===== config.mk =====
export PLATFORM = sky130hd
export DESIGN_NAME = ctrl_sequencer
export DESIGN_NICKNAME = d
export VERILOG_FILES = /design/src/rtl/ctrl_sequencer.sv
export SDC_FILE = /design/constraint.sdc
export NUM_CORES = 1
export LEC_CHECK = 0
export BUFFER_PORTS_ARGS = -buffer_cell sky130_fd_sc_hd__buf_2
export CELL_PAD_IN_SITES_DETAIL_PLACEMENT = 1
export CELL_PAD_IN_SITES_GLOBAL_PLACEMENT = 1
export CORE_MARGIN = 10
export CORE_UTILIZATION = 28
export DETAILED_ROUTE_END_ITERATION = 8
export PLACE_DENSITY = 0.72
export SETUP_SLACK_MARGIN = 0.4
export SLEW_MARGIN = 5
export SYNTH_ARGS = -nofsm -noshare
export SYNTH_HDL_FRONTEND = slang
export SYNTH_SLANG_ARGS = --single-unit

===== constraint.sdc =====
create_clock -name clk -period 1.77 [get_ports clk]
set_input_delay 0.354 -clock clk [delete_from_list [all_inputs] [get_ports clk]]
set_output_delay 0.354 -clock clk [all_outputs]
set_load 0.005 [all_outputs]

===== src/rtl/ctrl_sequencer.sv =====
// Multi-cycle control unit for the 16-bit CPU datapath: latches an instruction
// from DIN and steps T0..T3 to drive register-file, A/G and bus-mux enables.
module ctrl_sequencer #(
    parameter int unsigned WIDTH = 16,
    parameter int unsigned NREG  = 8
) (
    input  logic             clk,
    input  logic             clr,
    input  logic             Run,
    input  logic [WIDTH-1:0] DIN,
    output logic [WIDTH-1:0] IR,
    output logic [NREG-1:0]  Rin,
    output logic [NREG-1:0]  Rout,
    output logic             Ain,
    output logic             Gin,
    output logic             Gout,
    output logic             DINout,
    output logic             AddSub,
    output logic             Done
);

    typedef enum logic [1:0] {
        T0 = 2'd0,
        T1 = 2'd1,
        T2 = 2'd2,
        T3 = 2'd3
    } tstep_e;

    typedef enum logic [3:0] {
        OP_MV  = 4'd0,
        OP_MVI = 4'd1,
        OP_ADD = 4'd2,
        OP_SUB = 4'd3
    } opcode_e;

    tstep_e           tstep_q, tstep_d;
    logic [WIDTH-1:0] ir_q, ir_d;
    logic             ir_in;
    logic [3:0]       op;
    logic [2:0]       rx;
    logic [2:0]       ry;

    assign op = ir_q[15:12];
    assign rx = ir_q[11:9];
    assign ry = ir_q[8:6];
    assign IR = ir_q;

    // Indices at or above NREG select nothing, so a narrow register file
    // never sees a stray enable.
    function automatic logic [NREG-1:0] reg_sel(input logic [2:0] idx);
        logic [NREG-1:0] sel;
        sel = '0;
        for (int unsigned i = 0; i < NREG; i++) begin
            if ({29'd0, idx} == i) begin
                sel[i] = 1'b1;
            end
        end
        return sel;
    endfunction

    always_ff @(posedge clk or posedge clr) begin
        if (clr) begin
            tstep_q <= T0;
            ir_q    <= '0;
        end else begin
            tstep_q <= tstep_d;
            ir_q    <= ir_d;
        end
    end

    always_comb begin
        ir_in   = 1'b0;
        Rin     = '0;
        Rout    = '0;
        Ain     = 1'b0;
        Gin     = 1'b0;
        Gout    = 1'b0;
        DINout  = 1'b0;
        AddSub  = 1'b0;
        Done    = 1'b0;
        tstep_d = tstep_q;
        ir_d    = ir_q;

        case (tstep_q)
            T0: begin
                ir_in = Run;
                if (Run) begin
                    tstep_d = T1;
                end
            end
            T1: begin
                case (op)
                    OP_MV: begin
                        Rout = reg_sel(ry);
                        Rin  = reg_sel(rx);
                        Done = 1'b1;
                    end
                    OP_MVI: begin
                        DINout = 1'b1;
                        Rin    = reg_sel(rx);
                        Done   = 1'b1;
                    end
                    OP_ADD, OP_SUB: begin
                        Rout = reg_sel(rx);
                        Ain  = 1'b1;
                    end
                    default: begin
                        Done = 1'b1;
                    end
                endcase
            end
            T2: begin
                if (op == OP_ADD || op == OP_SUB) begin
                    Rout   = reg_sel(ry);
                    Gin    = 1'b1;
                    AddSub = (op == OP_SUB);
                end
            end
            T3: begin
                Gout = 1'b1;
                Rin  = reg_sel(rx);
                Done = 1'b1;
            end
            default: begin
            end
        endcase

        if (ir_in) begin
            ir_d = DIN;
        end

        // Steps T1..T3 advance until the instruction signals Done.
        if (tstep_q != T0) begin
            tstep_d = Done ? T0 : tstep_e'(tstep_q + 2'd1);
        end
    end

endmodule


# Word level (Yosys, flattened, before mapping)
# Index checks and enable logic that the tools add are counted.
# Widths: inputs -> output; s select.
classes:
  eq_ne: 20
  muxes: 37
  reduce_logical: 11
  add_sub_neg: 1
ops:
  columns: ["cell", "n"]
  rows:
  - ["$pmux 8 s2", 3]
  - ["$mux 1", 27]
  - ["$eq 3x3->1 const B", 8]
  - ["$mux 8", 2]
  - ["$eq 3x2->1 const B", 4]
  - ["$eq 4x2->1 const B", 2]
  - ["$mux 2", 4]
  - ["$eq 3x1->1 const B", 2]
  - ["$logic_not 3->1", 2]
  - ["$reduce_bool 2->1", 3]
  - ["$eq 2x2->1 const B", 2]
  - ["$eq 4x1->1 const B", 1]
  - ["$logic_not 4->1", 1]
  - ["$reduce_or 2->1", 2]
  - ["$add 2x1->2 const B", 1]
  - ["$eq 2x1->1 const B", 1]
  - ["$logic_not 2->1", 1]
  - ["$pmux 1 s2", 1]
  - ["$reduce_and 2->1", 1]
  - ["$logic_or 1x1->1", 1]
word_totals:
  output_inout_bits: 38
  input_bits: 19
  reg_bits: 18
  elab_cells: 71

# Longest topological paths before layout
# Gate-level depths: netlist (run 1).
logic_depth:
  ltp_word: 6
  mapped_depth: 5
  ltp_nobuf: 5

# Worst setup path before layout (run 1)
# Ideal clock, no wire load.
synth_timing:
  kind: "register -> output"
  startpoint: "reg tstep_q[0]"
  endpoint: "out Rout[2]"
  path_buffers: 0
  required_ps: 1416
  arrival_ps: 1540
  stages_incl_launch_ff: 6
  setup_slack_ps: -124
  path_cell_list: "dfrtp_1 > inv_1 > ha_1 > nor4b_1 > nand2_1 > o32ai_2"
synth_via:
  elab_chain_cells: 2
  elab_cells_between_ends: 3
  classes_between: "eq/ne (2); mux (1)"
synth_lines:
  columns: ["element", "line", "source"]
  rows:
  - ["from (decl)", "36", "tstep_e tstep_q, tstep_d;"]
  - ["from (signal assigned)", "66", "tstep_q <= tstep_d;"]
  - ["$eq 2x2->1 / $eq 2x1->1 (equally long branches)", "84", "case (tstep_q)"]
  - ["$pmux 8 s2 (*)", "84", null]
  - ["to (decl)", "13", "output logic [NREG-1:0] Rout,"]
# Mark *: on every way between the ends. The rest lies on a longest branch, timed or not.

# Worst setup path after layout (run 1)
layout_timing:
  startpoint: "reg tstep_q[0]"
  endpoint: "out Rin[2]"
layout_via:
  elab_chain_cells: 2
  elab_cells_between_ends: 3
  classes_between: "eq/ne (2); mux (1)"
layout_lines:
  columns: ["element", "line", "source"]
  rows:
  - ["$eq 2x2->1 / $eq 2x1->1 (equally long branches)", "84", null]
  - ["$pmux 8 s2 (*)", "84", null]
  - ["to (decl)", "12", "output logic [NREG-1:0] Rin,"]
# Marks and branches as above.

==> results of run 1 <==
==> final timing paths <==
| check | start | endpoint | slack (ps) | cells after the start |
|---|---|---|---|---|
| min | clr | IR[2]$_DFFE_PP0P_ | 210 | 2 |
| max reg2reg | tstep_q[1]$_DFFE_PP0P_ | tstep_q[1]$_DFFE_PP0P_ | 60 | 9 |
| max | tstep_q[0]$_DFFE_PP0P_ | Rin[2] | -350 | 7 |
| min reg2reg | IR[4]$_DFFE_PP0P_ | IR[4]$_DFFE_PP0P_ | 500 | 1 |
| min in group clk | DIN[4] | IR[4]$_DFFE_PP0P_ | 340 | 2 |
| max in group asynchronous | clr | IR[14]$_DFFE_PP0P_ | 1080 | 2 |
==> worst max-delay path: stages (launching register included) <==
cell	delay [ps]
dfrtp_1	380
buf_4	140
ha_4	140
buf_6	120
nor4b_4	290
nor2_2	120
nor3_1	180
buf_2	150
==> cell families (layout without fill, tap and decap cells) <==
group           after synthesis  in the layout  share of synthesized area, %
mux                          16             16                         17.37
compound gates               13             13                         9.771
flops                        18             18                         43.43
fa+ha+maj                     5              5                         6.031
simple gates                 40             40                         21.11
buf+inv                       6             88                         2.291
==> registers in the layout, summed over array words and instances (netlist names) <==
name,flops
IR,16
tstep_q,2
==> stage by stage <==
stage | setup WS, ps | instances | TNS [ps] | instance area [sq um]
detailed placement | -87.33 | 207 | -320.3 | 1483
floorplan | 149.5 | 98 | 0 | 1105
global route | -462.2 | 228 | -6920 | 1841
finish | -345.4 | 228 | -5099 | 1841
CTS | -321.2 | 218 | -4255 | 1689
global placement | -16.55 | 207 | -16.55 | 1483
==> power groups by stage <==
stage | sequential, mW | combinational [mW] | clock, mW
floorplan | 0.877 | 0.799 | 0
global placement | 0.909 | 1.30 | 0
detailed placement | 0.937 | 1.36 | 0
CTS | 0.938 | 1.63 | 0.294
global route | 0.986 | 2.08 | 0.312
finish | 0.943 | 1.93 | 0.280
==> cell usage after synthesis <==
library cell  instances
dfrtp_1              18
mux2_2               16
nor2_1                9
nand2_1               7
o22ai_1               6
ha_1                  5
inv_1                 4
nor3_1                4
and3_1                3
nand3_1               3
a21oi_1               2
and2_1                2
nand2b_1              2
nand3b_1              2
nor4b_1               2
o32ai_2               2
a21o_1                1
and4bb_2              1
buf_2                 1
clkbuf_1              1
nand4_1               1
nor2b_1               1
nor3b_1               1
o21ai_0               1
o32ai_1               1
or2_2                 1
or3b_1                1
==> per-layer routing <==
layer	vias up	global-route usage (%)	routed length, microns
li1	522	-	-
met1	545	11.67	1523
met2	45	21.02	2193
met3	6	3.863	383
met4	0	5.190	74
met5	-	0	0
==> repair_timing <==
action	in CTS	in global routing
setup buffers	8	10
setup endpoints to repair	39	40
hold buffers	0	0
resized for setup	24	14
pin swaps	13	8
==> layout make-up <==
type,count,area [sq um]
multi-input combinational,74,744.5
inverter,4,15.01
fill,435,1793
sequential,18,455.4
clock buffer,3,41.29
timing repair buffer,81,524.3
tap,48,60.06
==> results.toml, run 1 <==
[status]
status = "complete, but fails checks"
violations = "setup timing"

[sta]
finClkSkew_ps = 1.821
finalCriticalPeriod_ps = 2115
finalCritPeriodShare_pct = 119.5
slew_headroom_pct = 53.54
setup_ws_ps = -345.4
worstMarginPinSlew_ps = 696.2
max_freq_mhz = 472.7
setup_viol = 20
rsz0062_at_grt = "true"
slew_violations = 0
timing.hold.ws_ps = 205.0
hold_viol = 0

[synth]
yosys_warnings = 0
ys_seq_area_share_pct = 43.43
synth_cell_types = 27
synthesis.nets = 122
yosys.area.top_type = "dfrtp_1"
syn_inst = 98
synth_top_cells_by_area = "dfrtp_1 43%, mux2_2 17%, ha_1 6.0%, o22ai_1 3.6%, nor2_1 3.3%"
netlist_area_sq_um = 1037
ys_ff_latch = 18
yosys.area.top_type_share_pct = 43.43
synth.avg_cell_area_sq_um = 10.58

[cts]
clock_path_buffers = 2
clock_latency_ps = 250
clock_sinks = 18
clk_pin_slew_ps = 70
clock-root-buffer = "clkbuf_8"
numCtsBuffers = 3
tritoncts = "done"
htree_num_levels = 1

[routing]
num_vias = 1118
drtPass1Iterations = 4
ant_nets = 0
viasPerCell = 4.904
drt_wl_total_microns = 4175
drc = 0
drtIter0Drc = 57
wl_per_cell_microns = 18.31

[critical_path]
worstPathRequired_ps = 1420
crit_type = "flip-flop to output pin"
worstPathArrival_ps = 1760
cp-start-kind = "flip-flop"
cp_max_fo = 5
cp-end-kind = "output pin"

[pwr]
power_leakage_nw = 0.8560
peakVddDrop_mv = 0.6217
power_density_nw_per_um2 = 1711
p_seq_share_pct = 30.0
intPower_mw = 1.854
p_switching_mw = 1.295
pwr-share-clk_pct = 8.9
power_frac_comb_pct = 61.2
switching_share_pct = 41.13
power_mw = 3.148

[global_route]
antenna_found_initial = 0
overflow = 0
grt.total_usage_pct = 11.53
grt_pass1_vias = 1203
grt_max_degree = 19
grt_pass1_wl_microns = 6009

[run]
cap_violations = 0

[layout]
drive_gt1_share_pct = 72.78
diodes = 0
fin_nets = 206
syn_to_final_growth_pct = 77.44
layout_common_cells = "53 x buf_2, 16 x mux2_2, 15 x buf_4"
post-route-util_pct = 50.65
final_common_cell = "buf_2"

[floorplan]
die_area_sq_um = 6539
num_rows = 22
die_h_microns = 80.87
core_area_sq_um = 3633
ioPinCount = 57
start_util_pct = 28.55
dieWidth_microns = 80.87

[place]
globalplace.congestion = 0.7714
post-dp-hpwl_microns = 2951
port_buffers = 56

[worst_hold_path]
min_path_type = "input port to asynchronous set/reset pin"
Power figures use the tool's default switching activity.
==> inputs of run 2 (changes only) <==
Settings changed: CAP_MARGIN set to 15, REMOVE_ABC_BUFFERS set to 1.
==> results.toml, run 2 (synthesis gave the netlist of run 1 again) <==
[critical_path]
cp_max_fo = 4
worstPathArrival_ps = 1770
cp-end-kind = "output pin"
crit_start = "tstep_q[0]$_DFFE_PP0P_"
reg2reg_from = "IR[13]$_DFFE_PP0P_"
crit_type = "flip-flop to output pin"
cp-start-kind = "flip-flop"
worstPathRequired_ps = 1420

[layout]
diodes = 0
largest_reg_flops = 16
ff_latch_area_sq_um = 455.4
design_area_sq_um = 1837
final_common_cell = "buf_2"
drive_gt1_share_pct = 75.69
fill_cells = 423
multi_input_area_sq_um = 744.5
syn_to_final_growth_pct = 77.08
layout_common_cells = "53 x buf_2, 19 x buf_4, 16 x mux2_2"
fin_nets = 207

[sta]
setup_ws_ps = -354.2
finalCritPeriodShare_pct = 120.0
finClkSkew_ps = 3.984
slew_violations = 0
rsz0062_at_grt = "true"
finalCriticalPeriod_ps = 2124
max_freq_mhz = 470.8
hold_viol = 0
worstMarginPinSlew_ps = 713.0
slew_headroom_pct = 52.42
setup_viol = 21

[routing]
drt_wl_total_microns = 4416
viasPerCell = 4.895
num_vias = 1121
drtPass1Iterations = 3
drtIter0Drc = 39
ant_nets = 0
wl_per_cell_microns = 19.28
drc = 0

[place]
place_ws_ps = -225.6
globalplace.congestion = 0.8041
post-dp-hpwl_microns = 3123
place_area_sq_um = 1474
port_buffers = 56

[status]
status = "complete, but fails checks"
violations = "setup timing"

[pwr]
power_density_nw_per_um2 = 1747
peakVddDrop_mv = 0.6401
power_leakage_nw = 0.8576

[floorplan]
num_rows = 22
start_util_pct = 28.55
dieWidth_microns = 80.87
die_h_microns = 80.87
die_area_sq_um = 6539
core_area_sq_um = 3633
ioPinCount = 57

[run]
cap_violations = 0

[cts]
ctsHoldBuffers = 0
tritoncts = "done"
numCtsBuffers = 3
htree_num_levels = 1
clock_path_buffers = 2
clk_pin_slew_ps = 70
clock_sinks = 18
clock_latency_ps = 250
clock-root-buffer = "clkbuf_8"

[global_route]
grt_pass1_wl_microns = 6341
grt_pass1_vias = 1276
grt.total_usage_pct = 12.01
grt_max_degree = 19
overflow = 0
antenna_found_initial = 0

[worst_hold_path]
min_path_type = "input port to asynchronous set/reset pin"
run 2: changes by cell type in the layout (fill, tap and decap cells not counted), moves of 2 or more:
| cell | before | now |
|---|---|---|
| nor3_1 | 2 | 0 |
| nor3_2 | 2 | 4 |
| buf_4 | 15 | 19 |
| buf_6 | 13 | 10 |
| nand2_2 | 0 | 2 |
run 2: critical path, cell delays in order (launching register included):
cell and delay [ps]:
dfrtp_1 390, inv_2 70, ha_4 280, nor4b_4 180
buf_4 180, nand2_2 60, o32ai_2 210, buf_2 160
run 2: path summary, 6_finish.rpt:
path | to | slack, ps | cells past startpoint
max in group asynchronous | IR[15]$_DFFE_PP0P_ | 1060 | 2
setup reg to reg | tstep_q[1]$_DFFE_PP0P_ | 110 | 6
hold reg to reg | IR[1]$_DFFE_PP0P_ | 500 | 1
min in group clk | IR[3]$_DFFE_PP0P_ | 340 | 2
setup / recovery | Rout[2] | -350 | 7
hold / removal | IR[12]$_DFFE_PP0P_ | 210 | 2
run 2: timing repair:
action / in CTS / in global routing
setup buffers: 6 / 6
gates resized for setup: 27 / 22
setup endpoints to repair: 39 / 41
pin swaps: 3 / 9
run 2: power by group:
group	switching [mW]	internal [mW]	total [mW]
logic	0.889	1.09	1.98
clock network	0.123	0.151	0.274
registers	0.322	0.630	0.952
run 2: metal layers:
metal | wire length [microns] | part of all wire [%] | vias up | global-route usage [%]
met5 | 0 | 0 | - | 0
met2 | 2362 | 53 | 43 | 23.41
met4 | 32 | 0.72 | 0 | 2.422
met3 | 377 | 8.5 | 4 | 3.422
li1 | - | - | 523 | -
met1 | 1643 | 37 | 551 | 12.39
run 2: final cells by class:
cell class | count | share of cell area (%)
Clock buffer | 3 | 2.248
Inverter | 4 | 0.8174
Multi-Input combinational cell | 74 | 40.53
Sequential cell | 18 | 24.80
Tap cell | 48 | 3.270
Timing Repair Buffer | 82 | 28.34
run 2: through the flow:
step | TNS (ps) | utilization (%) | cells | hold slack [ps] | power (mW)
after floorplan | -299.8 | - | 96 | 292.6 | 1.516
after global placement | -848.9 | 40.56 | 214 | 479.0 | 2.166
after detailed placement | -1634 | 40.56 | 214 | 489.5 | 2.260
after CTS | -3720 | 46.49 | 223 | 217.6 | 2.885
after global routing | -5959 | 50.55 | 229 | 275.6 | 3.434
final | -4349 | 50.55 | 229 | 214.6 | 3.209
